**src/rtl/ysyx_bus_arbiter.sv**
```systemverilog
// Round-robin arbiter sharing one AXI-lite style memory bus between IFU and LSU.
// One transaction in flight; slave errors and watchdog expiry reported as bus_err.
module ysyx_bus_arbiter #(
    parameter int ADDR_W  = 32,
    parameter int DATA_W  = 32,
    parameter int TIMEOUT = 255
) (
    input  logic                clk,
    input  logic                rst,
    input  logic [ADDR_W-1:0]   ifu_araddr,
    input  logic                ifu_arvalid,
    output logic [DATA_W-1:0]   ifu_rdata,
    output logic                ifu_rvalid,
    input  logic [ADDR_W-1:0]   lsu_araddr,
    input  logic                lsu_arvalid,
    output logic [DATA_W-1:0]   lsu_rdata,
    output logic                lsu_rvalid,
    input  logic [ADDR_W-1:0]   lsu_awaddr,
    input  logic [DATA_W-1:0]   lsu_wdata,
    input  logic [DATA_W/8-1:0] lsu_wstrb,
    input  logic                lsu_awvalid,
    output logic                lsu_bvalid,
    output logic                bus_err,
    output logic [ADDR_W-1:0]   mem_araddr,
    output logic                mem_arvalid,
    input  logic                mem_arready,
    input  logic [DATA_W-1:0]   mem_rdata,
    input  logic [1:0]          mem_rresp,
    input  logic                mem_rvalid,
    output logic                mem_rready,
    output logic [ADDR_W-1:0]   mem_awaddr,
    output logic                mem_awvalid,
    input  logic                mem_awready,
    output logic [DATA_W-1:0]   mem_wdata,
    output logic [DATA_W/8-1:0] mem_wstrb,
    output logic                mem_wvalid,
    input  logic                mem_wready,
    input  logic [1:0]          mem_bresp,
    input  logic                mem_bvalid,
    output logic                mem_bready
);

    localparam logic [2:0] S_IDLE = 3'd0;
    localparam logic [2:0] S_IAR  = 3'd1;
    localparam logic [2:0] S_IR   = 3'd2;
    localparam logic [2:0] S_LAR  = 3'd3;
    localparam logic [2:0] S_LR   = 3'd4;
    localparam logic [2:0] S_LAW  = 3'd5;
    localparam logic [2:0] S_LB   = 3'd6;

    localparam logic GRANT_IFU = 1'b0;
    localparam logic GRANT_LSU = 1'b1;

    // Abort on the edge that would bring the timer to TIMEOUT.
    localparam logic [7:0] TIMER_LAST = 8'(TIMEOUT - 1);

    logic [2:0]          state;
    logic                last_grant;
    logic                ifu_hold;
    logic                lsu_hold;
    logic [7:0]          timer;
    logic [ADDR_W-1:0]   addr_q;
    logic [DATA_W-1:0]   wdata_q;
    logic [DATA_W/8-1:0] wstrb_q;
    logic                aw_done;
    logic                w_done;

    logic ifu_elig;
    logic lsu_elig;
    logic pick_ifu;
    logic aw_ok;
    logic w_ok;
    logic progress;
    logic expired;
    logic owner_ifu;
    logic owner_lsu_rd;

    assign ifu_elig = ifu_arvalid & ~ifu_hold;
    assign lsu_elig = (lsu_arvalid | lsu_awvalid) & ~lsu_hold;
    assign pick_ifu = ifu_elig & (~lsu_elig | (last_grant == GRANT_LSU));

    assign mem_araddr  = addr_q;
    assign mem_awaddr  = addr_q;
    assign mem_wdata   = wdata_q;
    assign mem_wstrb   = wstrb_q;
    assign mem_arvalid = (state == S_IAR) || (state == S_LAR);
    assign mem_rready  = (state == S_IR) || (state == S_LR);
    assign mem_awvalid = (state == S_LAW) && !aw_done;
    assign mem_wvalid  = (state == S_LAW) && !w_done;
    assign mem_bready  = (state == S_LB);

    assign aw_ok   = aw_done | (mem_awvalid & mem_awready);
    assign w_ok    = w_done | (mem_wvalid & mem_wready);
    assign expired = (timer == TIMER_LAST);

    assign owner_ifu    = (state == S_IAR) || (state == S_IR);
    assign owner_lsu_rd = (state == S_LAR) || (state == S_LR);

    always_comb begin
        progress = 1'b0;
        unique case (state)
            S_IAR, S_LAR: progress = mem_arready;
            S_IR, S_LR:   progress = mem_rvalid;
            S_LAW:        progress = aw_ok & w_ok;
            S_LB:         progress = mem_bvalid;
            default:      progress = 1'b0;
        endcase
    end

    always_ff @(posedge clk) begin
        if (!rst) begin
            state      <= S_IDLE;
            last_grant <= GRANT_LSU;
            ifu_hold   <= 1'b0;
            lsu_hold   <= 1'b0;
            timer      <= '0;
            addr_q     <= '0;
            wdata_q    <= '0;
            wstrb_q    <= '0;
            aw_done    <= 1'b0;
            w_done     <= 1'b0;
            ifu_rdata  <= '0;
            lsu_rdata  <= '0;
            ifu_rvalid <= 1'b0;
            lsu_rvalid <= 1'b0;
            lsu_bvalid <= 1'b0;
            bus_err    <= 1'b0;
        end else begin
            ifu_rvalid <= 1'b0;
            lsu_rvalid <= 1'b0;
            lsu_bvalid <= 1'b0;
            bus_err    <= 1'b0;
            if (!ifu_arvalid) ifu_hold <= 1'b0;
            if (!(lsu_arvalid | lsu_awvalid)) lsu_hold <= 1'b0;

            if (state == S_IDLE) begin
                timer <= '0;
                if (pick_ifu) begin
                    state      <= S_IAR;
                    addr_q     <= ifu_araddr;
                    last_grant <= GRANT_IFU;
                end else if (lsu_elig) begin
                    last_grant <= GRANT_LSU;
                    if (lsu_awvalid) begin
                        state   <= S_LAW;
                        addr_q  <= lsu_awaddr;
                        wdata_q <= lsu_wdata;
                        wstrb_q <= lsu_wstrb;
                        aw_done <= 1'b0;
                        w_done  <= 1'b0;
                    end else begin
                        state  <= S_LAR;
                        addr_q <= lsu_araddr;
                    end
                end
            end else if (progress) begin
                timer <= '0;
                unique case (state)
                    S_IAR: state <= S_IR;
                    S_LAR: state <= S_LR;
                    S_LAW: state <= S_LB;
                    S_IR: begin
                        state      <= S_IDLE;
                        ifu_rvalid <= 1'b1;
                        ifu_rdata  <= mem_rdata;
                        bus_err    <= |mem_rresp;
                        ifu_hold   <= 1'b1;
                    end
                    S_LR: begin
                        state      <= S_IDLE;
                        lsu_rvalid <= 1'b1;
                        lsu_rdata  <= mem_rdata;
                        bus_err    <= |mem_rresp;
                        lsu_hold   <= 1'b1;
                    end
                    default: begin
                        state      <= S_IDLE;
                        lsu_bvalid <= 1'b1;
                        bus_err    <= |mem_bresp;
                        lsu_hold   <= 1'b1;
                    end
                endcase
            end else if (expired) begin
                // Watchdog: give the owner an error response and free the bus.
                timer   <= '0;
                state   <= S_IDLE;
                bus_err <= 1'b1;
                if (owner_ifu) begin
                    ifu_rvalid <= 1'b1;
                    ifu_rdata  <= '0;
                    ifu_hold   <= 1'b1;
                end else if (owner_lsu_rd) begin
                    lsu_rvalid <= 1'b1;
                    lsu_rdata  <= '0;
                    lsu_hold   <= 1'b1;
                end else begin
                    lsu_bvalid <= 1'b1;
                    lsu_hold   <= 1'b1;
                end
            end else begin
                timer <= timer + 8'd1;
                if (state == S_LAW) begin
                    aw_done <= aw_ok;
                    w_done  <= w_ok;
                end
            end
        end
    end

endmodule

```
**config.mk**
```make
export PLATFORM = sky130hd
export DESIGN_NAME = ysyx_bus_arbiter
export DESIGN_NICKNAME = d
export VERILOG_FILES = /design/src/rtl/ysyx_bus_arbiter.sv
export SDC_FILE = /design/constraint.sdc
export NUM_CORES = 1
export LEC_CHECK = 0
export BUFFER_PORTS_ARGS = -buffer_cell sky130_fd_sc_hd__buf_2
export CORE_AREA = 2 2 137 139
export CTS_CLUSTER_SIZE = 30
export DETAILED_ROUTE_END_ITERATION = 7
export DIE_AREA = 0 0 139 141
export GPL_TIMING_DRIVEN = 0
export MAX_ROUTING_LAYER = met4
export PLACE_DENSITY_LB_ADDON = 0.15
export REMOVE_ABC_BUFFERS = 1
export SYNTH_ARGS = -nofsm -noshare
export SYNTH_HDL_FRONTEND = slang
export SYNTH_SLANG_ARGS = --single-unit
export TNS_END_PERCENT = 5
```
**constraint.sdc**
```tcl
create_clock -name clk -period 4.3 [get_ports clk]
set_input_delay 0.215 -clock clk [delete_from_list [all_inputs] [get_ports clk]]
set_output_delay 0.215 -clock clk [all_outputs]
set_load 0.02 [all_outputs]
```
* Yosys cells after proc, flatten, opt, wreduce, memory -nomap -nowiden *
Index checks and enable logic that the tools add are counted.

storage, ports and cells
  flip-flop bits (word level) = 152
  output and inout bits = 173
  logic and storage cells = 141

operators by class
  add/sub/neg operators = 1
  equal/unequal tests = 16
  multiplexer cells = 62
  bitwise logic cells = 16
  reduce and logical (&&, ||, !) cells = 30

operator list
  kind                   count
  $mux W32               12
  $mux W1                41
  $mux W3                6
  $reduce_bool A2 Y1     5
  $reduce_or A2 Y1       5
  $eq A3 B3 Y1 const B   3
  $pmux W3 S3            1
  $add A8 B1 Y8 const B  1
  $eq A8 B8 Y1 const B   1
  $ne A2 B1 Y1 const B   4
  $ne A2 B2 Y1 const B   4
  $reduce_and A4 Y1      2
  $reduce_or A4 Y1       2
  $and A1 B1 Y1          6
  $eq A3 B2 Y1 const B   2
  $not A1 Y1             6
  $reduce_and A6 Y1      1
  $reduce_and A5 Y1      1
  $reduce_or A5 Y1       1
  $logic_or A1 B1 Y1     4
  $or A1 B1 Y1           4
  $pmux W1 S4            1
  $reduce_and A2 Y1      2
  $eq A3 B1 Y1 const B   1
  7 further kinds        9

* Depth between registers and ports, before layout *
  depth after elaboration = 8
  depth in mapped cells = 8
  gate-level depth less buffers = 6

* Worst setup path after synthesis *
Ideal clock, no wire load.

  kind = flip-flop to flip-flop
  from = register state[0]
  to = register lsu_rdata[10]
  arrival time = 1.765 ns
  data required time = 4.183 ns
  path slack = 2.419 ns
  cell stages (with the launch flop) = 8
  path buffers = 2
  clock period less this slack = 1.881 ns
  cells stage by stage = dfxtp_1 > buf_4 > inv_1 > nor2_1 > a32oi_1 > o21a_4 > buf_6 > a22o_1

on the way
  longest elaborated chain between the ends = 8

RTL lines
  what                                                         line         RTL
  start, declared                                              57           logic [2:0] state;
  start signal, assigned                                       112          state <= S_IDLE;
  start signal, assigned                                       139          state <= S_IAR;
  start signal, assigned                                       145          state <= S_LAW;
  $eq A3 B3 Y1                                                 88, 89, 101
  $logic_and A1 B1 Y1, on equally long branches                88, 89
  $and A1 B1 Y1, on equally long branches                      92, 93
  $or A1 B1 Y1, on equally long branches                       92, 93
  $and A1 B1 Y1                                                104          S_LAW: progress = aw_ok & w_ok;
  $pmux W1 S4                                                  101          unique case (state)
  $ne A2 B1 Y1 (no source line), or another cell as far along  n/a
  $reduce_and A5 Y1 (no source line)                           n/a
  end signal, assigned                                         172          lsu_rdata <= mem_rdata;
  end, declared                                                16           output logic [DATA_W-1:0] lsu_rdata,

Parallel ways exist; a longest one is shown, timed or not.
A chain may end at the register's enable or synchronous reset.

* Final worst setup path *
  from = input lsu_awvalid
  to = register addr_q[30] (netlist: mem_araddr[30])

on the way
  longest elaborated chain between the ends = 7

RTL lines
  what                                 line  RTL
  start, declared                      21    input logic lsu_awvalid,
  $or A1 B1 Y1                         79    assign lsu_elig = (lsu_arvalid | lsu_awvalid) & ~lsu_hold;
  $and A1 B1 Y1                        79
  $not A1 Y1                           80    assign pick_ifu = ifu_elig & (~lsu_elig | (last_grant == GRANT_LSU));
  $or A1 B1 Y1                         80
  $and A1 B1 Y1                        80
  $reduce_bool A2 Y1 (no source line)  n/a
  $reduce_and A2 Y1 (no source line)   n/a
  end signal, assigned                 140   addr_q <= ifu_araddr;
  end signal, assigned                 146   addr_q <= lsu_awaddr;
  end signal, assigned                 153   addr_q <= lsu_araddr;
  end, declared                        62    logic [ADDR_W-1:0] addr_q;

Parallel ways exist; a longest one is shown, timed or not. The select of a mux whose other input is x is not followed.

==> run metrics <==
Hold Path Class=primary input to flop; NumNets Final=between 1,000 and 1,500; Pwr Total=4.94 mW; Initial DRC Count=222; status=finished clean; Setup CP Type=primary input to flop; antenna violations before repair=1; initial cell density of the core=37.0%; TritonCTS clock tree=yes; Synth Flop Type=dfxtp_1; share of layout cells above drive strength 1=approximately two fifths; total CTS buffers=17; number of synthesized flops with an enable pin=0; die width=139 um; max-cap viol count=0; PostCTS Resize Cnt=0; WP data required=4.65 ns; FP Rows=50; Post-synth top cells=nand2_1 (179), dfxtp_1 (152), a21boi_1 (68), buf_4 (39), nand3_1 (38); Ys Warns=0; DRT Wirelength=19,900 um; cell count after placement=1,250; Clock Latency Late Sink=0.43 ns; count of final hold-check violations=0; fin cells=about 1,300; count of port buffers added during placement=350; DRC=0; Slew Viols, Final=0; Final Cell Area=0.00909 mm^2; HPWL Detailed=14,500 um; setup ws final=1.61 ns; Critical Path End Type=flop; Setup violations, final=0; leading area contributor after synthesis=dfxtp_1; post-CTS setup buffer count=0; Leak Pwr=around 4.3 nW; share of synthesized registers carrying an async set or reset=0%; Die ar.=0.0196 mm^2; detailed-router iteration count before antenna repair=4; Core Area=0.0183 mm^2; Vias=6,208; Vias per Instance=4.80; library cells used by synthesis=55; Fin Hold WS=about 0.015 ns; clk_skew=0.0116 ns; Layout Utilization=49.8%; FF+latch count, synth=roughly 150; Worst Path Max Fanout=36; DP Worst Slack=0.713 ns; first-pass GRT wire length=31,000 um; Ports=351; Worst setup SP type=primary input; Synth area leaders=dfxtp_1 (45%), nand2_1 (9.9%), a21boi_1 (7.5%), mux2i_1 (4.9%), buf_4 (4.3%); grt ovf=0; filler instances=1,823; min cycle time layout=2.69 ns; VDD IR-drop max=0.000338 V; FMAX=372 MHz; WL/cell=around 15 um; Die Ht=between 100 and 150 um; clock root buffer=clkbuf_16; CTS Sinks=approximately 150; Syn Inst Count=748; dpl cell area=roughly 0.0084 mm^2; Layout area overhead=34.4%; Worst EP arrival=~3 ns; Post-Syn Area=~0.0068 mm^2; Final TNS setup=0 ns; Synth top area share=45.0%; final cycle utilization of the critical path=62.5%; H-tree Lvls=4; Avg Synthesized Cell Area=9.04 um^2; post-synthesis sequential area ratio=45.0%; Max transition margin=12.5%; clock slew at reported path FFs=0.07 ns; RD Place Congestion=just under 0.8; largest net degree at the start of global routing=66; worst-margin pin slew=1.31 ns; most frequent cell after synthesis=nand2_1; RSZ-0062 raised after global routing=no; Routed Antenna Nets=0; clock buffer depth=2; PwrDens=543 mW/mm^2; GRT Total Usage=20.4%; vias in the first global route=5,859
-- sequential cells by signal, indices dropped and copies added, names as in the netlist --
signal / cells
lsu_rdata: 32
timer: 8
ifu_hold: 1
aw_done: 1
ifu_rvalid: 1
bus_err: 1
w_done: 1
lsu_rvalid: 1
lsu_bvalid: 1
state: 3
mem_wdata: 32
mem_wstrb: 4
mem_araddr: 32
ifu_rdata: 32
last_grant: 1
lsu_hold: 1
-- worst paths after layout --
path	start	endpoint	slack (ns)	depth (start not counted)
worst max-delay path	lsu_awvalid	mem_araddr[30]$_SDFFE_PN0P_	1.61	6
worst min-delay path	mem_rdata[16]	lsu_rdata[16]$_SDFFE_PN0P_	0.01	2
worst max register to register	state[0]$_SDFFE_PN0P_	ifu_rdata[19]$_SDFFE_PN0P_	1.64	5
worst min register to register	ifu_rdata[16]$_SDFFE_PN0P_	ifu_rdata[16]$_SDFFE_PN0P_	0.45	2
-- critical path, stage by stage --
cell and delay (ns):
buf_2 0.77, nor2_1 0.22, nor2_1 0.31, o21a_1 1.00
o211ai_1 0.28, a21boi_0 0.21
-- metal layers --
metal	vias to the layer above	routed length [um]	global-route usage, %
met3	19	1300	4.82
met1	2801	8480	24.3
li1	3157	-	-
met4	0	206	5.48
met5	-	0	-
met2	231	9960	34.8
-- power breakdown --
| group | switching (mW) | leakage, nW | internal (mW) |
|---|---|---|---|
| logic | 1.07 | 2.78 | 0.582 |
| clock network | 0.659 | 0.286 | 0.837 |
| registers | 0.189 | 1.24 | 1.61 |
| total | 1.92 | 4.31 | 3.02 |
-- cell usage in the layout, fill, tap and decap left out, drive strengths merged, types with 2 or more instances in the layout --
cell type and instances:
buf 357, clkinv 3, clkbuf 18, a22o 32, a21boi 103, o31ai 2, o21ai 9, xnor2 2
nor2 21, mux2i 33, nand4 2, clkinvlp 2, a21oi 4, xor2 5, dfxtp 152, nand3 39
nand2b 3, ha 2, o211ai 32, and2 2, nand2 179, o21a 2, and3 3, nor3 4
nor2b 3, a22oi 2, o32ai 2, dlygate4sd3 10, inv 12, nand3b 2, nor3b 2
-- cells by family (layout without fill, tap and decap cells) --
group	after synthesis	count (layout)	share of synthesized area, %
other	0	1	0
AOI/OAI and AO/OA	197	197	23.0
DFF	152	152	45.0
buffers and inverters	93	403	8.58
xor gates and xnor gates	7	7	1.02
muxes	33	33	4.88
and+or+nand+nor	264	264	17.2
adders and majority gates	2	2	0.370
-- layout make-up --
type / count / area [um^2] / share of cell area (%)
well taps: 234 / 293 / 3.22
clock buffers: 18 / 439 / 4.83
multi-input cells: 503 / 3170 / 34.9
clock inverters: 14 / 154 / 1.69
inverters: 4 / 15.0 / 0.165
repair buffers: 367 / 1970 / 21.7
flip-flops and latches: 152 / 3040 / 33.5
diodes: 1 / 2.50 / 0.0275
-- timing repair --
action / in CTS / in global routing
endpoints found under the setup margin: 0 / 0
hold buffers: 10 / 0
endpoints found under the hold margin: 10 / 0
Note: power is estimated with default switching activity, not from simulation.
